==> src/rtl/shift_sequencer_pkg.sv <==
// rtl/shift_sequencer_pkg.sv - state type, sr_mode encodings and helpers for shift_sequencer
package shift_seq_pkg;

    typedef enum logic [1:0] {
        IDLE  = 2'd0,
        LOAD  = 2'd1,
        SHIFT = 2'd2,
        DONE  = 2'd3
    } state_t;

    localparam logic [1:0] MODE_HOLD = 2'b00;
    localparam logic [1:0] MODE_LOAD = 2'b01;
    localparam logic [1:0] MODE_SHL  = 2'b10;
    localparam logic [1:0] MODE_SHR  = 2'b11;

    function automatic logic [1:0] shift_mode(input logic dir);
        return dir ? MODE_SHR : MODE_SHL;
    endfunction

endpackage

==> src/rtl/shift_sequencer_if.sv <==
// rtl/shift_sequencer_if.sv - command, shift-register and response signals of shift_sequencer
// slave is the sequencer's view; master is the parent's view (driver, shift register, sink).
interface shift_sequencer_if #(
    parameter int WIDTH = 8,
    parameter int CNT_W = $clog2(WIDTH)
);
    logic             cmd_valid;
    logic             cmd_ready;
    logic             cmd_dir;
    logic [CNT_W-1:0] cmd_count;
    logic [WIDTH-1:0] cmd_data;

    logic [1:0]       sr_mode;
    logic [WIDTH-1:0] sr_data;
    logic [WIDTH-1:0] sr_q;

    logic             rsp_valid;
    logic             rsp_ready;
    logic [WIDTH-1:0] rsp_data;

    modport slave (
        input  cmd_valid, cmd_dir, cmd_count, cmd_data, sr_q, rsp_ready,
        output cmd_ready, sr_mode, sr_data, rsp_valid, rsp_data
    );

    modport master (
        output cmd_valid, cmd_dir, cmd_count, cmd_data, sr_q, rsp_ready,
        input  cmd_ready, sr_mode, sr_data, rsp_valid, rsp_data
    );

endinterface

==> src/rtl/shift_sequencer.sv <==
// rtl/shift_sequencer.sv - sequences load and N shifts of an external shift register per command
// Define SHIFT_SEQ_PIPE_EN to accept the next command on the response handshake edge.
module shift_sequencer
    import shift_seq_pkg::*;
#(
    parameter int WIDTH = 8,
    parameter int CNT_W = $clog2(WIDTH)
) (
    input  logic             clk,
    input  logic             reset_n,
    shift_sequencer_if.slave bus
);

    state_t           r_state;
    state_t           w_next;
    logic             r_dir;
    logic [CNT_W-1:0] r_count;
    logic [CNT_W-1:0] r_remaining;
    logic [WIDTH-1:0] r_data;

    logic             w_cmd_ready;
    logic             w_accept;
    logic             w_rsp_valid;
    logic [1:0]       w_mode;

    assign w_accept = bus.cmd_valid & w_cmd_ready;

    always_ff @(posedge clk) begin
        if (!reset_n) begin
            r_state     <= IDLE;
            r_dir       <= 1'b0;
            r_count     <= '0;
            r_remaining <= '0;
            r_data      <= '0;
        end else begin
            r_state <= w_next;
            if (w_accept) begin
                r_dir   <= bus.cmd_dir;
                r_count <= bus.cmd_count;
                r_data  <= bus.cmd_data;
            end
            if (r_state == LOAD) begin
                r_remaining <= r_count;
            end else if (r_state == SHIFT) begin
                r_remaining <= r_remaining - CNT_W'(1);
            end
        end
    end

    always_comb begin
        w_next      = r_state;
        w_cmd_ready = 1'b0;
        w_rsp_valid = 1'b0;
        w_mode      = MODE_HOLD;
        case (r_state)
            IDLE: begin
                w_cmd_ready = 1'b1;
                if (bus.cmd_valid) begin
                    w_next = LOAD;
                end
            end
            LOAD: begin
                w_mode = MODE_LOAD;
                w_next = (r_count == '0) ? DONE : SHIFT;
            end
            SHIFT: begin
                w_mode = shift_mode(r_dir);
                if (r_remaining == CNT_W'(1)) begin
                    w_next = DONE;
                end
            end
            DONE: begin
                w_rsp_valid = 1'b1;
`ifdef SHIFT_SEQ_PIPE_EN
                // A command arriving with the response handshake skips IDLE entirely.
                w_cmd_ready = bus.rsp_ready;
                if (bus.rsp_ready) begin
                    w_next = bus.cmd_valid ? LOAD : IDLE;
                end
`else
                if (bus.rsp_ready) begin
                    w_next = IDLE;
                end
`endif
            end
            default: begin
                w_next = IDLE;
            end
        endcase
    end

    // Reset is synchronous, so outputs are forced to idle values while reset_n is low.
    assign bus.cmd_ready = reset_n ? w_cmd_ready : 1'b1;
    assign bus.rsp_valid = reset_n & w_rsp_valid;
    assign bus.sr_mode   = reset_n ? w_mode : MODE_HOLD;
    assign bus.sr_data   = reset_n ? r_data : '0;
    assign bus.rsp_data  = bus.sr_q;

endmodule
==> src/flat_wrapper.sv <==
// flat-port wrapper written by rule: the top's interface ports become plain ports
module shift_sequencer_flat import shift_seq_pkg::*;
#(
    parameter int WIDTH = 8,
    parameter int CNT_W = $clog2(WIDTH)
)
  (clk, reset_n, bus_cmd_valid, bus_cmd_dir, bus_cmd_count, bus_cmd_data, bus_sr_q, bus_rsp_ready, bus_cmd_ready, bus_sr_mode, bus_sr_data, bus_rsp_valid, bus_rsp_data);
  shift_sequencer_if #(.WIDTH(WIDTH), .CNT_W(CNT_W)) bus_i ();
  input  logic clk;
  input  logic reset_n;
  input wire logic [$bits(bus_i.cmd_valid)-1:0] bus_cmd_valid;
  input wire logic [$bits(bus_i.cmd_dir)-1:0] bus_cmd_dir;
  input wire logic [$bits(bus_i.cmd_count)-1:0] bus_cmd_count;
  input wire logic [$bits(bus_i.cmd_data)-1:0] bus_cmd_data;
  input wire logic [$bits(bus_i.sr_q)-1:0] bus_sr_q;
  input wire logic [$bits(bus_i.rsp_ready)-1:0] bus_rsp_ready;
  output wire logic [$bits(bus_i.cmd_ready)-1:0] bus_cmd_ready;
  output wire logic [$bits(bus_i.sr_mode)-1:0] bus_sr_mode;
  output wire logic [$bits(bus_i.sr_data)-1:0] bus_sr_data;
  output wire logic [$bits(bus_i.rsp_valid)-1:0] bus_rsp_valid;
  output wire logic [$bits(bus_i.rsp_data)-1:0] bus_rsp_data;
  assign bus_i.cmd_valid = bus_cmd_valid;
  assign bus_i.cmd_dir = bus_cmd_dir;
  assign bus_i.cmd_count = bus_cmd_count;
  assign bus_i.cmd_data = bus_cmd_data;
  assign bus_i.sr_q = bus_sr_q;
  assign bus_i.rsp_ready = bus_rsp_ready;
  assign bus_cmd_ready = bus_i.cmd_ready;
  assign bus_sr_mode = bus_i.sr_mode;
  assign bus_sr_data = bus_i.sr_data;
  assign bus_rsp_valid = bus_i.rsp_valid;
  assign bus_rsp_data = bus_i.rsp_data;
  shift_sequencer #(.WIDTH(WIDTH), .CNT_W(CNT_W)) u_core (.clk(clk), .reset_n(reset_n), .bus(bus_i));
endmodule
==> config.mk <==
export PLATFORM = sky130hd
export DESIGN_NAME = shift_sequencer_flat
export DESIGN_NICKNAME = d
export VERILOG_FILES = /design/src/rtl/shift_sequencer_pkg.sv /design/src/rtl/shift_sequencer_if.sv /design/src/rtl/shift_sequencer.sv /design/src/flat_wrapper.sv
export SDC_FILE = /design/constraint.sdc
export NUM_CORES = 1
export LEC_CHECK = 0
export CAP_MARGIN = 20
export CORE_ASPECT_RATIO = 0.6
export CORE_MARGIN = 8
export CORE_UTILIZATION = 42
export CTS_BUF_LIST = sky130_fd_sc_hd__clkbuf_4 sky130_fd_sc_hd__clkbuf_8
export CTS_CLUSTER_SIZE = 20
export DETAILED_ROUTE_END_ITERATION = 8
export GPL_ROUTABILITY_DRIVEN = 0
export PLACE_DENSITY = 0.87
export SLEW_MARGIN = 40
export SYNTH_ARGS = -nofsm -noshare
export SYNTH_HDL_FRONTEND = slang
export SYNTH_SLANG_ARGS = --single-unit
==> constraint.sdc <==
create_clock -name clk -period 2.12 [get_ports clk]
set_input_delay 0.424 -clock clk [delete_from_list [all_inputs] [get_ports clk]]
set_output_delay 0.424 -clock clk [all_outputs]
set_load 0.005 [all_outputs]
==> results of run 1 <==
==> through the flow <==
stage / worst slack [ns] / setup TNS, ns / hold WS, ns
2_1_floorplan: 0.606 / 0 / 0.438
3_3_place_gp: -0.0201 / -0.109 / 0.445
4_1_cts: 0.00749 / 0 / 0.461
3_5_place_dp: -0.0290 / -0.191 / 0.453
5_1_grt: 0.0775 / 0 / 0.481
6_report: 0.147 / 0 / 0.461
==> power groups by stage <==
stage	Sequential [W]	Combinational, W	Clock, W
floorplan	0.000440	0.000432	0
global placement	0.000450	0.000594	0
detailed placement	0.000457	0.000629	0
CTS	0.000454	0.000635	0.000255
global route	0.000473	0.000762	0.000268
finish	0.000464	0.000690	0.000249
==> final cells by class <==
class / count / area (µm²)
repair buffers: 31 / 305
well taps: 30 / 37.5
fillers: 187 / 863
inverters: 6 / 22.5
clock buffers: 4 / 48.8
flip-flops and latches: 17 / 345
multi-input cells: 80 / 524
==> synthesized netlist by cell type <==
library cell,instances
a21boi_0,12
a21o_1,1
a21oi_1,1
a222oi_1,1
a22o_1,1
a22oi_1,1
and2_1,11
and2_2,1
buf_4,8
clkbuf_1,5
dfxtp_1,17
ha_1,6
inv_1,6
mux2_2,1
mux2i_1,2
nand2_1,27
nand2b_1,4
nand3_1,2
nor2_1,2
nor2b_1,3
o21ai_0,3
o31a_2,1
==> routing by layer <==
layer  track usage [%]  vias to the layer above  routed length, µm
li1                  -                      411                  -
met1              13.1                      371               1030
met2              15.8                       34                925
met3              4.62                        9                247
met4              5.59                        0                 61
met5                 0                        -                  0
==> flip-flops by register name (all words and copies together), names as in the netlist <==
| signal | flops |
|---|---|
| u_core.r_remaining | 3 |
| u_core.r_count | 3 |
| u_core.r_data | 8 |
| u_core.r_state | 2 |
| u_core.r_dir | 1 |
==> worst max path at each step <==
stage                        end  slack (ns)
5_1_grt           bus_sr_mode[1]        0.08
6_report          bus_sr_mode[1]        0.15
2_1_floorplan  u_core.r_state[0]        0.61
4_1_cts           bus_sr_mode[0]       0.007
3_5_place_dp      bus_sr_data[2]       -0.03
3_3_place_gp      bus_sr_data[1]       -0.02
==> logic make-up (layout without fill, tap and decap cells) <==
logic type / count (synthesis) / in the layout / share of synthesized area [%]
AO/OA/AOI/OAI: 21 / 21 / 16.4
adder cells (fa/ha/maj): 6 / 6 / 7.98
buffers and inverters: 19 / 41 / 10.8
flip-flops: 17 / 17 / 36.2
multiplexers: 3 / 3 / 3.32
AND/OR/NAND/NOR: 50 / 50 / 25.4
==> critical path, stage by stage (launching register included) <==
cell and delay, ns:
dfxtp_2 0.38, inv_2 0.08, ha_1 0.23, and2_1 0.17, clkdlybuf4s50_1 0.44
==> timing repair <==
item                       in CTS  in global routing
resized for setup               4                  6
setup endpoints to repair      11                  1
hold endpoints to repair        0                  0
==> results.yml, run 1 <==
floorplan:
  initial_core_util_pct: 43.8
  fp.dieH_um: 52.7
  coreArea_mm2: 0.00215
  die_area_mm2: 0.00406
  dieWidth_um: 77.1
  io_pins: 44
  fp-row-count: 13
sta:
  fmax_ghz: 0.507
  fin_crit_ns: 1.97
  hold_viol: 0
  max_slew_margin_pct: 61.1
  skew_ns: 0.00141
  worst_pin_slew_ns: 0.584
  maxSlewViolCount: 0
  rsz0062_at_grt: "false"
  fin_crit_sh_pct: 93.0
  setup_viol: 0
power_and_ir_drop:
  p_sw_share_pct: 35.4
  p_leak_nw: 0.523
  pwr_density_cell_mw_per_mm2: 1090
  seqPwrFrac_pct: 33.1
  clkPwrFrac_pct: 17.8
  power_w: 0.00140
  ir_worst_vdd_v: 0.000322
  switching_power_w: 0.000497
  combPwrFrac_pct: 49.2
  internal_power_w: 0.000906
hold_path:
  holdPathEnd: "u_core.r_count[1]"
  holdPathStages: 2
  hp-start: "u_core.r_count[1]"
  holdCritPathClass: "reg -> reg"
drt:
  ant_nets: 0
  drtIter0Drc: 48
  drc: 0
  drtPass1Iterations: 5
  finalWirelength_um: 2270
  dr_total_vias: 825
  wire_per_inst_um: 13.5
  routed_via_density: 4.91
critical_path:
  critPathCaptureType: "primary output"
  path_max_fanout: 4
  timing.rr.end: "u_core.r_state[1]"
  cp.required_ns: 1.70
  regToRegStartpoint: "u_core.r_state[1]"
  rr_worst_depth: 5
  critical_path_class: "reg -> out"
  cp-start-kind: "register"
  arrival_ns: 1.55
  r2r_slack_ns: 0.46
  cp-startpoint: "u_core.r_state[0]"
job:
  cap_violations: 0
placement:
  placedCellCount: 164
  portBuffers: 27
  hpwlAfterDp_um: 1720
  place_area_mm2: 0.00120
finish:
  drive_above_1_share_pct: 11.6
  finalNonFillerCells: 168
  fin_nets: 169
  diodes: 0
  final_common_cell: "nand2_1"
  final_area_mm2: 0.00128
  syn2layout_area_growth_pct: 36.4
  final_core_util_pct: 59.8
  layout_common_cells: "nand2_1, clkdlybuf4s50_1, dfxtp_1"
global_routing:
  first_global_vias: 802
  grt_use_total_pct: 10.7
  grt-ovfl-total: 0
  antenna_found_initial: 0
  grt_pass1_wl_um: 3540
  grt_max_degree: 13
clock_tree:
  clkSlewWorstSetupHoldPaths_ns: 0.06
  numCtsBuffers: 3
  cts_root_buffer: "clkbuf_8"
  clk_latency_ns: 0.25
  clock-sinks: 17
  postCtsSetupBuffers: 0
  cts_tree: "done"
  hold_buffers: 0
  htree_levels: 1
  max-clock-path-buffers: 2
outcome:
  status: "finished, final reports clean"
logic_synthesis:
  mappedNetlistArea_um2: 941
  yosysUniqueCellTypes: 22
  yosysWarnings: 0
  synth_top_area_cell: "dfxtp_1"
  synth.yosys.seq_area_share_pct: 36.2
  yosys-top-cells-area: "dfxtp_1, nand2_1, a21boi_0"
  syn-num-nets: 146
  yosys_register_bits: 17
  synthCells: 116
  avgSynthCellArea_um2: 8.11
  synth_top_cell_area_share_pct: 36.2
Power figures use the tool's default switching activity.
==> inputs of run 2 (changes only) <==
CORE_ASPECT_RATIO = not set   (was 0.6)
==> run 2 against run 1 <==
  * Clock skew increased by 0.0030 ns
  * Count of clock-buffer cells in the layout decreased by 1
  * Sequential cell count unchanged
  * Setup slack got worse by 0.034 ns
  * Largest power group unchanged
  * Global-route usage increased by 0.63 points
  * Highest routed layer unchanged
  * Die area decreased by 1.2%
  * Via count decreased by 1.1%
  * Cell count unchanged
  * Hold slack improved by 0.0048 ns
==> results.yml, run 2 (synthesis results as in run 1) <==
global_routing:
  grt_max_degree: 13
  grt_use_total_pct: 11.3
  antenna_found_initial: 0
  first_global_vias: 928
  grt_pass1_wl_um: 3860
  grt-ovfl-total: 0
sta:
  hold_viol: 0
  setup_viol: 0
  whs_ns: 0.466
  fin_crit_sh_pct: 94.7
  rsz0062_at_grt: "false"
  max_slew_margin_pct: 61.8
  worst_pin_slew_ns: 0.573
  fmax_ghz: 0.498
  maxSlewViolCount: 0
  fin_crit_ns: 2.01
  skew_ns: 0.00439
finish:
  nFillCells: 205
  diodes: 0
  top_regs: "u_core.r_data (8), u_core.r_count (3), u_core.r_remaining (3)"
  final_core_util_pct: 57.7
  largest_register_ffs: 8
  final_common_cell: "nand2_1"
  fin_nets: 171
  syn2layout_area_growth_pct: 33.1
  layout_common_cells: "nand2_1, clkdlybuf4s50_1, dfxtp_1"
  final_area_mm2: 0.00125
  drive_above_1_share_pct: 12.1
  top_register: "u_core.r_data"
hold_path:
  holdPathEnd: "u_core.r_data[1]"
  hp-start: "u_core.r_data[1]"
  holdPathStages: 2
  holdCritPathClass: "reg -> reg"
floorplan:
  fp.dieH_um: 63.3
  fp-row-count: 17
  io_pins: 44
  die_area_mm2: 0.00401
  initial_core_util_pct: 43.4
  dieWidth_um: 63.3
  coreArea_mm2: 0.00217
power_and_ir_drop:
  p_sw_share_pct: 36.5
  clkPwrFrac_pct: 13.9
  power_w: 0.00125
  switching_power_w: 0.000456
  pwr_density_cell_mw_per_mm2: 998
  seqPwrFrac_pct: 36.0
  p_leak_nw: 0.508
  internal_power_w: 0.000794
  combPwrFrac_pct: 50.2
  ir_worst_vdd_v: 0.000652
outcome:
  status: "finished, final reports clean"
drt:
  drtIter0Drc: 9
  drtPass1Iterations: 4
  ant_nets: 0
  drc: 0
  finalWirelength_um: 2170
  routed_via_density: 4.86
  wire_per_inst_um: 12.9
  dr_total_vias: 816
clock_tree:
  clk_latency_ns: 0.29
  htree_levels: 1
  clkSlewWorstSetupHoldPaths_ns: 0.10
  cts_tree: "done"
  numCtsBuffers: 3
  cts_root_buffer: "clkbuf_4"
  max-clock-path-buffers: 2
  clock-sinks: 17
critical_path:
  critical_path_class: "reg -> out"
  regToRegStartpoint: "u_core.r_state[0]"
  arrival_ns: 1.58
  critPathCaptureType: "primary output"
  path_max_fanout: 4
  cp-start-kind: "register"
  critPathSlowestCell: "clkdlybuf4s50_1"
  rr_worst_depth: 5
  timing.rr.end: "u_core.r_state[1]"
  r2r_slack_ns: 0.47
  cp.required_ns: 1.70
  max_stage_delay_ns: 0.49
  crit_chain: "inv_1 -> ha_1 -> and2_1 -> clkdlybuf4s50_1"
placement:
  portBuffers: 27
  hpwlAfterDp_um: 1680
  place_area_mm2: 0.00120
job:
  cap_violations: 0
[run 2: layer usage]
layer  routed length [µm]  share of wire [%]  track usage (%)
met3                  211                9.7             5.48
met4                   14               0.65             4.74
met2                 1030                 48             19.0
met1                  908                 42             11.8
met5                    0                  0                0
[run 2: worst max-delay path, delay by kind of cell, from the launching register on]
family / cells / cell delay, ns
adders and majority gates: 1 / 0.21
DFF: 1 / 0.35
and+or+nand+nor: 1 / 0.14
buffers and inverters: 2 / 0.59
[run 2: power groups by stage]
stage / logic, W / registers [W] / clock network [W]
2_1_floorplan: 0.000432 / 0.000440 / 0
3_3_place_gp: 0.000594 / 0.000449 / 0
3_5_place_dp: 0.000620 / 0.000452 / 0
4_1_cts: 0.000629 / 0.000449 / 0.000184
5_1_grt: 0.000717 / 0.000461 / 0.000194
6_report: 0.000627 / 0.000450 / 0.000173
[run 2: layout make-up]
class	count	area, µm²	area share (%)
Clock buffer	3	22.5	1.80
Tap cell	28	35.0	2.80
Sequential cell	17	343	27.4
Timing Repair Buffer	33	320	25.6
Multi-Input combinational cell	80	504	40.3
Clock inverter	1	5.00	0.400
Inverter	6	22.5	1.80
[run 2: timing repair]
item,CTS,global route
setup buffers,2,0
gates resized for setup,9,1
pin swaps,0,0
hold buffers,0,0
endpoints found under the setup margin,10,1
[run 2: worst max path at each step]
stage | startpoint | endpoint | cells past startpoint
after detailed placement | reset_n | bus_sr_mode[0] | 5
after floorplan | u_core.r_state[0] | u_core.r_state[0] | 5
after CTS | u_core.r_state[0] | bus_cmd_ready | 4
after global placement | reset_n | bus_sr_mode[0] | 5
after global routing | u_core.r_state[0] | bus_sr_mode[1] | 4
final | u_core.r_state[0] | bus_sr_mode[1] | 4
[run 2: per-stage QoR]
stage | setup WS, ns | instances | TNS (ns)
floorplan | 0.606 | 116 | 0
global placement | -0.0323 | 162 | -0.149
detailed placement | -0.0567 | 162 | -0.223
CTS | 0.0697 | 168 | 0
global route | 0.0291 | 168 | 0
finish | 0.113 | 168 | 0
==> inputs of run 3 (changes only) <==
--- a/config.mk
+++ b/config.mk
@@ -8,10 +8,11 @@
 export CAP_MARGIN = 20
 export CORE_MARGIN = 8
-export CORE_UTILIZATION = 42
+export CORE_UTILIZATION = 55
 export CTS_BUF_LIST = sky130_fd_sc_hd__clkbuf_4 sky130_fd_sc_hd__clkbuf_8
 export CTS_CLUSTER_SIZE = 20
 export DETAILED_ROUTE_END_ITERATION = 8
+export DONT_BUFFER_PORTS = 1
 export GPL_ROUTABILITY_DRIVEN = 0
-export PLACE_DENSITY = 0.87
+export PLACE_DENSITY = 0.75
 export SLEW_MARGIN = 40
 export SYNTH_ARGS = -nofsm -noshare
==> constraint.sdc (replaced) <==
create_clock -name clk -period 2.12 [get_ports clk]
set_input_delay 0.424 -clock clk [delete_from_list [all_inputs] [get_ports clk]]
set_output_delay 0.424 -clock clk [all_outputs]
set_load 0.05 [all_outputs]
==> run 3 against run 2 <==
  * Sequential cell count did not move
  * Power fell by 1.6%
  * Hold slack got worse by 0.21 ns
  * Register-to-register slack got worse by 0.09 ns
  * Design area fell by 26%
  * Setup slack improved by 0.029 ns
  * Clock power rose by 5%
  * Routed wire length fell by 19%
  * Maximum frequency rose by 1.5%
==> results.yml, run 3 (synthesis results as in run 1) <==
outcome:
  status: "finished, final reports clean"
power_and_ir_drop:
  ir_worst_vdd_v: 0.000668
  p_sw_share_pct: 42.4
  p_leak_nw: 0.377
  internal_power_w: 0.000709
  seqPwrFrac_pct: 36.1
  switching_power_w: 0.000521
  pwr_density_cell_mw_per_mm2: 1340
  combPwrFrac_pct: 49.2
  clkPwrFrac_pct: 14.7
finish:
  nFillCells: 155
  syn2layout_area_growth_pct: -2.13
  diodes: 0
  final_common_cell: "nand2_1"
  drive_above_1_share_pct: 7.41
  layout_common_cells: "nand2_1, dfxtp_1, a21boi_0"
  top_regs: "u_core.r_data (8), u_core.r_count (3), u_core.r_remaining (3)"
  top_register: "u_core.r_data"
  fin_nets: 139
  largest_register_ffs: 8
  finalNonFillerCells: 125
drt:
  dr_total_vias: 674
  ant_nets: 0
  finalWirelength_um: 1770
  routed_via_density: 5.39
  drtPass1Iterations: 4
  drtIter0Drc: 16
  drc: 0
  wire_per_inst_um: 14.1
sta:
  worst_pin_slew_ns: 0.548
  max_slew_margin_pct: 63.6
  setup_viol: 0
  hold_viol: 0
  rsz0062_at_grt: "false"
  finalSetupTns_ns: 0
  fin_crit_sh_pct: 93.3
  fin_crit_ns: 1.98
  skew_ns: 0.00418
  maxSlewViolCount: 0
  fmax_ghz: 0.506
critical_path:
  critPathSlowestCell: "ha_1"
  cp-start-kind: "register"
  max_stage_delay_ns: 0.41
  path_max_fanout: 7
  arrival_ns: 1.55
  critical_path_class: "reg -> out"
  crit_chain: "inv_1 -> ha_1 -> nand2_1 -> nor2_1 -> buf_4"
  critPathCaptureType: "primary output"
  cp.required_ns: 1.70
  r2r_slack_ns: 0.38
placement:
  placedCellCount: 121
  hpwlAfterDp_um: 1380
  portBuffers: 0
clock_tree:
  cts_tree: "done"
  max-clock-path-buffers: 2
  htree_levels: 1
  numCtsBuffers: 3
  postCtsSetupBuffers: 0
  clkSlewWorstSetupHoldPaths_ns: 0.10
  cts_resized: 0
  clk_latency_ns: 0.28
  hold_buffers: 0
  clock-sinks: 17
  cts_root_buffer: "clkbuf_4"
global_routing:
  grt_use_total_pct: 10.9
  grt-ovfl-total: 0
  antenna_found_initial: 0
  grt_max_degree: 31
  first_global_vias: 623
  grt_pass1_wl_um: 2860
floorplan:
  dieWidth_um: 57.4
  fp-row-count: 15
  fp.dieH_um: 57.4
  initial_core_util_pct: 56.3
  io_pins: 44
  coreArea_mm2: 0.00167
  die_area_mm2: 0.00329
hold_path:
  holdCritPathClass: "in -> reg"
job:
  cap_violations: 0
## run 3: cell types whose count changed in the layout (fill, tap and decap cells not counted), moves of 2 or more
| cell | previous run | this run |
|---|---|---|
| dfxtp_2 | 2 | 0 |
| clkdlybuf4s50_1 | 25 | 0 |
| dlygate4sd2_1 | 2 | 0 |
| ha_2 | 2 | 0 |
| buf_4 | 4 | 1 |
| buf_6 | 2 | 0 |
| dfxtp_1 | 15 | 17 |
| ha_1 | 4 | 6 |
## run 3: worst paths after layout
| kind | cells past startpoint | endpoint | from |
|---|---|---|---|
| max reg2reg | 5 | u_core.r_state[1] | u_core.r_state[0] |
| max | 5 | bus_sr_mode[0] | u_core.r_state[0] |
| min | 1 | u_core.r_remaining[1] | reset_n |
| min reg2reg | 2 | u_core.r_data[5] | u_core.r_data[5] |
## run 3: routing by layer
layer  share of wire (%)  vias to the layer above  GRT usage [%]
li1                    -                      348              -
met2                  45                       25           17.5
met3                  11                        2           6.50
met5                   0                        -              0
met4                0.91                        0           5.36
met1                  43                      299           11.0
## run 3: stage by stage
stage / power, W / utilization [%] / area, µm² / hold slack (ns) / worst slack, ns
global placement: 0.00104 / 53.3 / 891 / 0.445 / 0.479
global route: 0.00133 / 55.1 / 921 / 0.250 / 0.0543
floorplan: 0.00101 / - / 941 / 0.438 / 0.177
detailed placement: 0.00106 / 53.3 / 891 / 0.451 / 0.411
CTS: 0.00125 / 55.1 / 921 / 0.253 / 0.135
finish: 0.00123 / 55.1 / 921 / 0.259 / 0.143
## run 3: layout make-up
class,instances,area (µm²),share of cell area (%)
Multi-Input combinational cell,80,499,54.2
Sequential cell,17,340,37.0
Clock buffer,4,30.0,3.26
Inverter,6,22.5,2.45
Tap cell,17,21.3,2.31
Timing Repair Buffer,1,7.51,0.815
## run 3: worst max-delay path, delay by kind of cell (launching register included)
| kind | cells | cell delay, ns |
|---|---|---|
| buffers and inverters | 2 | 0.30 |
| and+or+nand+nor | 2 | 0.17 |
| DFF | 1 | 0.40 |
| adders and majority gates | 1 | 0.41 |
## run 3: power by group through the flow
stage          logic, W  registers [W]  clock network (W)
6_report       0.000605       0.000444           0.000181
5_1_grt        0.000670       0.000456           0.000202
3_3_place_gp   0.000590       0.000448                  0
2_1_floorplan  0.000569       0.000440                  0
3_5_place_dp   0.000611       0.000453                  0
4_1_cts        0.000613       0.000445           0.000188
